==> src/rtl/norm_float_to_fixed_mc.sv <==
// Multi-channel IEEE-754 single to signed Q(FW-FRAC).FRAC converter sharing one datapath via round-robin.
// Define NORM_ROUND_EN for round-to-nearest (ties away) on right shifts; otherwise the magnitude truncates.
module norm_float_to_fixed_mc #(
    parameter int CH   = 2,
    parameter int FW   = 32,
    parameter int FRAC = 24
) (
    input  logic             CLK,
    input  logic             RST_N,
    input  logic [CH*32-1:0] F,
    input  logic [CH-1:0]    Begin_FSM,
    output logic [CH-1:0]    ACK,
    output logic [CH*FW-1:0] RESULT,
    output logic [CH-1:0]    O_F,
    output logic [CH-1:0]    U_F,
    output logic             BUSY
);

    localparam int PW = (CH > 1) ? $clog2(CH) : 1;
    localparam int MW = FW + 1;
    localparam logic [MW-1:0] MAX_POS     = {2'b00, {(FW-1){1'b1}}};
    localparam logic [MW-1:0] MAX_NEG_MAG = {2'b01, {(FW-1){1'b0}}};
    localparam logic [FW-1:0] SAT_POS     = {1'b0, {(FW-1){1'b1}}};
    localparam logic [FW-1:0] SAT_NEG     = {1'b1, {(FW-1){1'b0}}};
`ifdef NORM_ROUND_EN
    localparam bit ROUND_EN = 1'b1;
`else
    localparam bit ROUND_EN = 1'b0;
`endif

    typedef enum logic [2:0] {IDLE, LOAD, ALIGN, FIX, DONE} state_t;

    state_t          state;
    logic [31:0]     hold [CH];
    logic [CH-1:0]   pending;
    logic [PW-1:0]   ptr;
    logic [PW-1:0]   grant;
    logic            sign_r;
    logic [7:0]      exp_r;
    logic [22:0]     mant_r;
    logic [MW-1:0]   mag_r;
    logic            round_r;
    logic            big_r;
    logic [FW-1:0]   fix_res;
    logic            fix_of;
    logic            fix_uf;

    logic [PW-1:0]   sel;
    logic [PW-1:0]   cand;
    logic            found;
    logic [CH-1:0]   clr;
    int              shift;
    logic [24:0]     wide;
    logic [MW-1:0]   al_mag;
    logic            al_round;
    logic            al_big;
    logic [MW-1:0]   sum;
    logic [FW-1:0]   f_res;
    logic            f_of;
    logic            f_uf;

    // Round-robin: first pending channel at or after the pointer.
    always_comb begin
        sel   = '0;
        cand  = '0;
        found = 1'b0;
        for (int j = 0; j < CH; j++) begin
            cand = PW'((int'(ptr) + j) % CH);
            if (!found && pending[cand]) begin
                found = 1'b1;
                sel   = cand;
            end
        end
        clr = '0;
        if (state == LOAD && found) clr[sel] = 1'b1;
    end

    // The extra low bit of the right-shift window is the half-LSB used for rounding.
    always_comb begin
        shift    = int'(exp_r) - 150 + FRAC;
        wide     = '0;
        al_mag   = '0;
        al_round = 1'b0;
        al_big   = 1'b0;
        if (shift >= 0) begin
            if (shift > FW - 23) al_big = 1'b1;
            else                 al_mag = MW'({1'b1, mant_r}) << shift;
        end else begin
            wide     = {1'b1, mant_r, 1'b0} >> (-shift);
            al_mag   = MW'(wide[24:1]);
            al_round = wide[0];
        end
    end

    always_comb begin
        sum   = mag_r + MW'(round_r && ROUND_EN);
        f_res = '0;
        f_of  = 1'b0;
        f_uf  = 1'b0;
        if (exp_r == 8'd0) begin
            f_uf = (mant_r != 23'd0);
        end else if (exp_r == 8'hFF) begin
            f_of  = 1'b1;
            f_res = (sign_r && mant_r == 23'd0) ? SAT_NEG : SAT_POS;
        end else if (big_r || sum > (sign_r ? MAX_NEG_MAG : MAX_POS)) begin
            f_of  = 1'b1;
            f_res = sign_r ? SAT_NEG : SAT_POS;
        end else begin
            f_res = sign_r ? -sum[FW-1:0] : sum[FW-1:0];
            f_uf  = (sum == '0);
        end
    end

    always_ff @(posedge CLK) begin
        if (!RST_N) begin
            state   <= IDLE;
            pending <= '0;
            ptr     <= '0;
            grant   <= '0;
            sign_r  <= 1'b0;
            exp_r   <= '0;
            mant_r  <= '0;
            mag_r   <= '0;
            round_r <= 1'b0;
            big_r   <= 1'b0;
            fix_res <= '0;
            fix_of  <= 1'b0;
            fix_uf  <= 1'b0;
            ACK     <= '0;
            RESULT  <= '0;
            O_F     <= '0;
            U_F     <= '0;
            BUSY    <= 1'b0;
            for (int i = 0; i < CH; i++) hold[i] <= '0;
        end else begin
            ACK <= '0;
            for (int i = 0; i < CH; i++) begin
                if (Begin_FSM[i]) hold[i] <= F[32*i +: 32];
            end
            pending <= (pending & ~clr) | Begin_FSM;

            case (state)
                IDLE: begin
                    if (|(pending | Begin_FSM)) begin
                        state <= LOAD;
                        BUSY  <= 1'b1;
                    end
                end
                LOAD: begin
                    if (found) begin
                        grant                    <= sel;
                        {sign_r, exp_r, mant_r}  <= hold[sel];
                        ptr                      <= (int'(sel) == CH - 1) ? '0 : sel + 1'b1;
                        state                    <= ALIGN;
                    end else begin
                        state <= IDLE;
                        BUSY  <= 1'b0;
                    end
                end
                ALIGN: begin
                    mag_r   <= al_mag;
                    round_r <= al_round;
                    big_r   <= al_big;
                    state   <= FIX;
                end
                FIX: begin
                    fix_res <= f_res;
                    fix_of  <= f_of;
                    fix_uf  <= f_uf;
                    state   <= DONE;
                end
                DONE: begin
                    RESULT[int'(grant)*FW +: FW] <= fix_res;
                    O_F[grant]                   <= fix_of;
                    U_F[grant]                   <= fix_uf;
                    ACK[grant]                   <= 1'b1;
                    state                        <= IDLE;
                    BUSY                         <= 1'b0;
                end
                default: begin
                    state <= IDLE;
                    BUSY  <= 1'b0;
                end
            endcase
        end
    end

endmodule

==> config.mk <==
export PLATFORM = sky130hd
export DESIGN_NAME = norm_float_to_fixed_mc
export DESIGN_NICKNAME = d
export VERILOG_FILES = /design/src/rtl/norm_float_to_fixed_mc.sv
export SDC_FILE = /design/constraint.sdc
export NUM_CORES = 1
export LEC_CHECK = 0
export CAP_MARGIN = 40
export CORE_ASPECT_RATIO = 0.5
export CORE_MARGIN = 2
export CORE_UTILIZATION = 57
export DETAILED_ROUTE_END_ITERATION = 10
export PLACE_DENSITY = 0.84
export SYNTH_ARGS = -nofsm -noshare
export SYNTH_HDL_FRONTEND = slang
export SYNTH_SLANG_ARGS = --single-unit
==> constraint.sdc <==
create_clock -name CLK -period 10.6 [get_ports CLK]
set_clock_uncertainty 0.15 [all_clocks]
set_input_delay 2.12 -clock CLK [delete_from_list [all_inputs] [get_ports CLK]]
set_output_delay 2.12 -clock CLK [all_outputs]
set_load 0.02 [all_outputs]
Word level (Yosys, flattened, before mapping)
Memories as Yosys holds them, arrays and structs flattened. A register that Yosys moved wholly into a read port is not among the register bits.
Cells that the tools add are included.
{"block": "word_totals", "wordCells": 116, "n_memories": 1, "ramBits": 64, "regBits": 146}
{"memory": "hold", "words": 2, "width": 32, "read_ports": 1, "rd_ports_with_merged_regs": 1, "write_ports": 2, "line_no": "34", "text": "logic [31:0] hold [CH];"}
{"block": "op_classes", "n_lt_le_gt_ge": 9, "n_mux": 49, "shift": 4, "n_eq_ne": 7, "n_addsub": 7, "reduce_logical": 18, "bitwise": 7}
{"operator": "two-way mux 32 bit", "count": 9}
{"operator": "two-way mux 33 bit", "count": 2}
{"operator": "bitwise mux 64 bit", "count": 1}
{"operator": "variable shift 32 x 33 -> 64 bit (first input constant)", "count": 1}
{"operator": "variable part select 32 x 33 -> 64 bit", "count": 1}
{"operator": "greater-than comparator 33 x 32 -> 1 bit", "count": 1}
{"operator": "logical NOT 33 bit", "count": 1}
{"operator": "negator 6 -> 33 bit", "count": 1}
{"operator": "<< shifter 24 x 32 -> 33 bit", "count": 1}
{"operator": "negator 10 -> 32 bit", "count": 1}
{"operator": "negator 32 bit", "count": 1}
{"operator": ">> shifter 25 x 32 -> 25 bit", "count": 1}
{"operator": "two-way mux 1 bit", "count": 28}
{"operator": "logical NOT 23 bit", "count": 1}
{"operator": "nonzero test 23 bit", "count": 1}
{"operator": "case mux 3 bit (4 select lines)", "count": 1}
{"operator": "adder 9 x 6 -> 10 bit (second input constant)", "count": 1}
{"operator": "greater-or-equal comparator 10 x 1 -> 1 bit (second input constant)", "count": 1}
{"operator": "greater-than comparator 10 x 5 -> 1 bit (second input constant)", "count": 1}
{"operator": "subtractor 8 x 8 -> 9 bit (second input constant)", "count": 1}
{"operator": "== test 8 bit (second input constant)", "count": 1}
{"operator": "logical NOT 8 bit", "count": 1}
{"operator": "less-than comparator 1 x 2 -> 1 bit (second input constant)", "count": 4}
{"operator": "== test 3 x 2 -> 1 bit (second input constant)", "count": 2}
{"operator": "other kinds (22)", "count": 37}

Depth between registers and ports, before layout
{"block": "logic_depth", "word_depth": 14, "depth_mapped": 21}

Worst setup path before layout
OpenSTA, ideal clock, no wires.
{"block": "synth_timing", "kind": "reg-to-reg", "from": "register exp_r[1]", "to": "register mag_r[2]", "t_arrival_ns": 4.910, "synth_period_minus_slack_ns": 5.126, "path_stages_with_launch": 22, "n_path_buf": 5, "slack_ns": 5.474, "cell_sequence": "dfxtp_1 > ha_1 > buf_4 > xnor2_4 > clkinv_1 > clkbuf_1 > clkbuf_1 > ha_1 > or2_1 > mux2i_1 > nand2_1 > o22ai_1 > clkbuf_1 > nand2_1 > ha_1 > or4b_2 > nor4_1 > nand4_1 > nor4_4 > buf_6 > nand3_2 > a21oi_2"}
{"block": "synth_between", "elab_chain_len": 5, "elab_cells_between_ends": 9, "cone_classes": "3 x add/sub; 2 x order compare; 2 x shift; 2 x mux"}
{"item": "from (decl)", "line_no": "39", "text": "logic [7:0] exp_r;"}
{"item": "from (signal assigned)", "line_no": "152", "text": "{sign_r, exp_r, mant_r} <= hold[sel];"}
{"item": "subtractor 8 x 8 -> 9 bit *", "line_no": "80", "text": "shift = int'(exp_r) - 150 + FRAC;"}
{"item": "adder 9 x 6 -> 10 bit *", "line_no": "80"}
{"item": "negator 10 -> 32 bit, or another cell as far along", "line_no": "89", "text": "wide = {1'b1, mant_r, 1'b0} >> (-shift);"}
{"item": ">> shifter 25 x 32 -> 25 bit or two-way mux 33 bit (tied branches)", "line_no": "89, 86"}
{"item": "two-way mux 33 bit *", "line_no": "85", "text": "if (shift >= 0) begin"}
{"item": "to (signal assigned)", "line_no": "161", "text": "mag_r <= al_mag;"}
{"item": "to (decl)", "line_no": "41", "text": "logic [MW-1:0] mag_r;"}
Mark *: on every way between the ends. The rest lies on a longest branch, timed or not.
A chain may end at the register's enable or synchronous reset.

Final worst setup path
{"block": "layout_timing", "from": "register exp_r[2]", "to": "register mag_r[14]"}
The elaborated chain is that of the path after synthesis.

==> summary.log <==
qor: worst_setup_path.critical-path-top-delay-family simple AND/OR/NAND/NOR gates
qor: finish.fill_cells 1925
qor: detailed_routing.first_pass_iteration_count_of_the_detailed_router 7
qor: global_route.groute.usage.overall 31.0%
qor: detailed_routing.detailedRoute.firstIterationViolations 1309
qor: yosys.synth_seq_area_share 38.5%
qor: worst_setup_path.reg2regPathDepth 18
qor: clocking.cts_setup_buffers 0
qor: sta.timing.final.setup_violations 0
qor: global_route.grt_pass1_vias 11500
qor: yosys.synth_edf_count 64
qor: yosys.post_synthesis_net_count 1728
qor: min_path.hold_path.class flop to flop
qor: yosys.yosys_most_used_dff dfxtp_1
qor: yosys.syn_area 14200 µm²
qor: finish.drive_above_1_share 8.65%
qor: sta.setup_ws 3.90 ns
qor: global_route.grt_remaining_overflow 0
qor: clocking.worst_skew_pair.late_latency 0.53 ns
qor: sta.slew_headroom 40.3%
qor: worst_setup_path.path_common_cell ha_1
qor: floorplanning.start_util 58.7%
qor: worst_setup_path.cp_slowest_cell o22ai_1
qor: yosys.synth.ff_latch_count 242
qor: yosys.synth_common_cells nand2_1 (240), dfxtp_1 (178), clkbuf_1 (107), o21ai_0 (107), nor2_1 (98)
qor: worst_setup_path.timing.critical_path.cells ha_1 > xnor2_4 > clkinv_1 > buf_8 > ha_1 > nand2b_1 > mux2i_1 > nand2_1 > o22ai_1 > nand2_1 > ha_1 > or4b_2 > nor4_1 > nand4_1 > nor4_4 > buf_6 > o211ai_1 > a31oi_1
qor: floorplanning.core_area 24300 µm²
qor: min_path.worstHoldPathCells 2
qor: sta.rsz0062_at_grt no
qor: global_route.grt_antenna_before_repair 0
qor: clocking.cts_inserted_buffers 22
qor: worst_setup_path.cp_data_arrival_time 7.01 ns
qor: pwr.total_power 2.37 mW
qor: worst_setup_path.setup.worst_path.end_class flop
qor: finish.layout.area.seq 5490 µm²
qor: yosys.synth_largest_type_area_fraction 25.0%
qor: sta.timing.final.crit_period 6.70 ns
qor: run_status.run_status complete, no violations
qor: place.gpl.final_weighted_congestion 0.948
qor: detailed_routing.drt-vias-per-instance 6.25
qor: clocking.cts-htree-levels 1
qor: floorplanning.die_area 26300 µm²
qor: place.place.port_buffers 138
qor: global_route.grt_pass1_wl 64200 µm
qor: yosys.post-synth-top-area-cell dfxtp_1
qor: global_route.global_route.usage.met2 47.6%
qor: yosys.syn_avg_cell_area 8.83 µm²
qor: detailed_routing.remaining_drc_errors 0
qor: flow_run.timing.max_cap.violations 0
qor: worst_setup_path.crit_path_start_kind flop
qor: floorplanning.die_height 116 µm
qor: worst_setup_path.worstPathBufferInverterCount 3
qor: global_route.gr-usage-met3 5.50%
qor: sta.worst-slew-pin-transition 0.896 ns
qor: clocking.holdBufCountCts 0
qor: yosys.asyncSetResetFlopFracSynth 0%
qor: worst_setup_path.setup.reg_to_reg.worst_slack 3.90 ns
qor: floorplanning.rows 40
qor: clocking.clock-root-buffer clkbuf_16
qor: global_route.globalRouteMet1Util 46.0%
qor: clocking.ctsLongestPathBuffers 3
qor: detailed_routing.dr_total_vias 12700
qor: finish.area_growth_syn_to_layout 16.5%
qor: yosys.yosysWarnings 0
qor: floorplanning.fp.dieW 228 µm
qor: worst_setup_path.critical_path.startpoint exp_r[2]
qor: min_path.min_delay_startpoint RESULT[41]
qor: worst_setup_path.worst-path-stages 18
qor: worst_setup_path.worst_path_largest_cell_delay 0.71 ns
qor: yosys.synth_top_area_cells dfxtp_1 (25%), edfxtp_1 (13%), nand2_1 (6.3%), mux4_2 (4.4%), ha_1 (4.1%)
qor: sta.timing.final.crit_share 63.2%
qor: yosys.yosysMostFrequentCell nand2_1
qor: sta.achievable-frequency 149 MHz
qor: pwr.ir_drop 0.118 mV
qor: clocking.cts-resized-gates 0
qor: finish.num_antenna_cells 0
qor: finish.multi_input_comb_area 8170 µm²
qor: floorplanning.ioPinCount 139
qor: sta.drv_slew 0
qor: clocking.clock-sinks 242
qor: pwr.p_leak 5.93 nW
qor: detailed_routing.antenna_violating_nets_post_route 0
qor: place.post-dp-hpwl 29100 µm
qor: worst_setup_path.worstPathRequired 10.91 ns
qor: finish.finalNetCount 1787
qor: sta.timing.final.hold_violations 0
qor: global_route.grt_max_degree 91
qor: yosys.number_of_unique_standard_cell_types_used_by_synthesis 82
qor: yosys.synthCells 1613
qor: pwr.power_per_cell_area 143 nW/µm²
qor: worst_setup_path.reg2reg_from exp_r[2]
qor: worst_setup_path.critical_path_class flop to flop
qor: global_route.global_route.peak_usage_layer met2
qor: detailed_routing.routedWlPerCell 20.2 µm
qor: clocking.clkTransAtPathRegs 0.07 ns
qor: detailed_routing.totalWireLength 40900 µm
qor: clocking.cts_tree done
qor: worst_setup_path.critPathMaxFanout 26
qor: sta.totalNegativeSetupSlack 0 ns
qor: place.place_ws 3.99 ns
[kinds of logic after synthesis]
logic type | count (synthesis) | share of synthesized area (%)
DFF | 242 | 38.5
adders and majority gates | 47 | 4.13
buffers and inverters | 153 | 4.38
xor gates and xnor gates | 13 | 1.12
and+or+nand+nor | 607 | 21.0
muxes | 96 | 9.37
AOI/OAI and AO/OA | 455 | 21.5
[path summary, 6_finish.rpt]
| kind | end |
|---|---|
| setup / recovery | mag_r[14] |
| hold / removal | RESULT[41] |
| setup reg to reg | mag_r[14] |
| hold reg to reg | RESULT[41] |
[layer usage]
metal | vias to the layer above | part of all wire [%]
met5 | - | 0
met3 | 64 | 8.1
met4 | 0 | 1.8
met2 | 531 | 44
li1 | 6016 | -
met1 | 6041 | 46
[power breakdown]
group	switching, mW	total (mW)	internal, mW
sequential	0.0462	1.04	0.989
combinational	0.297	0.495	0.198
clock	0.360	0.840	0.480
total	0.702	2.37	1.67
[flip-flops by register name (all words and copies together), names as in the netlist, 3 cells and up]
signal,count
mag_r,33
hold,64
RESULT,64
mant_r,23
fix_res,32
exp_r,8
state,3
[through the flow]
| step | area, µm² | cells | hold slack [ns] | utilization [%] |
|---|---|---|---|---|
| 6_report | 16600 | 2023 | 0.313 | 68.4 |
| 4_1_cts | 16600 | 2021 | 0.318 | 68.3 |
| 2_1_floorplan | 14200 | 1613 | 0.300 | - |
| 3_3_place_gp | 15700 | 1973 | 0.299 | 64.6 |
| 3_5_place_dp | 15800 | 1982 | 0.308 | 65.1 |
| 5_1_grt | 16600 | 2023 | 0.333 | 68.4 |
[worst register-to-register path, stage by stage, from the launching register on]
cell and delay, ns:
dfxtp_1 0.42, ha_1 0.39, xnor2_4 0.63, clkinv_1 0.63, buf_8 0.34, ha_1 0.29, nand2b_1 0.20, mux2i_1 0.35
nand2_1 0.10, o22ai_1 0.71, nand2_1 0.15, ha_1 0.34, or4b_2 0.58, nor4_1 0.30, nand4_1 0.20, nor4_4 0.36
buf_6 0.24, o211ai_1 0.10, a31oi_1 0.16
[layout by cell type (no fill, tap or decap), types with 9 or more instances in the layout]
master and count:
nand2_1 240, dfxtp_1 176, clkdlybuf4s50_1 137, o21ai_0 107, nor2_1 97, a21oi_1 92
and2_1 77, a21boi_0 71, edfxtp_1 64, mux2i_1 49, nor2b_1 48, ha_1 47
nor3_1 39, a222oi_1 32, mux4_2 28, clkbuf_16 22, o211ai_1 21, buf_4 21
a31oi_1 20, mux2_2 19, inv_1 16, nand4_1 16, a211oi_1 14, nor4_1 14
nand2b_1 13, nand3_1 13, a221o_1 12, a22o_1 11, or3_1 10, a21o_1 9
[layout make-up]
type	count	share of cell area [%]
Clock inverter	13	1.01
Clock buffer	26	3.59
Sequential cell	242	33.1
Timing Repair Buffer	168	10.1
Tap cell	336	2.53
Multi-Input combinational cell	1218	49.2
Inverter	20	0.452
(Power assumes the default switching activity.)
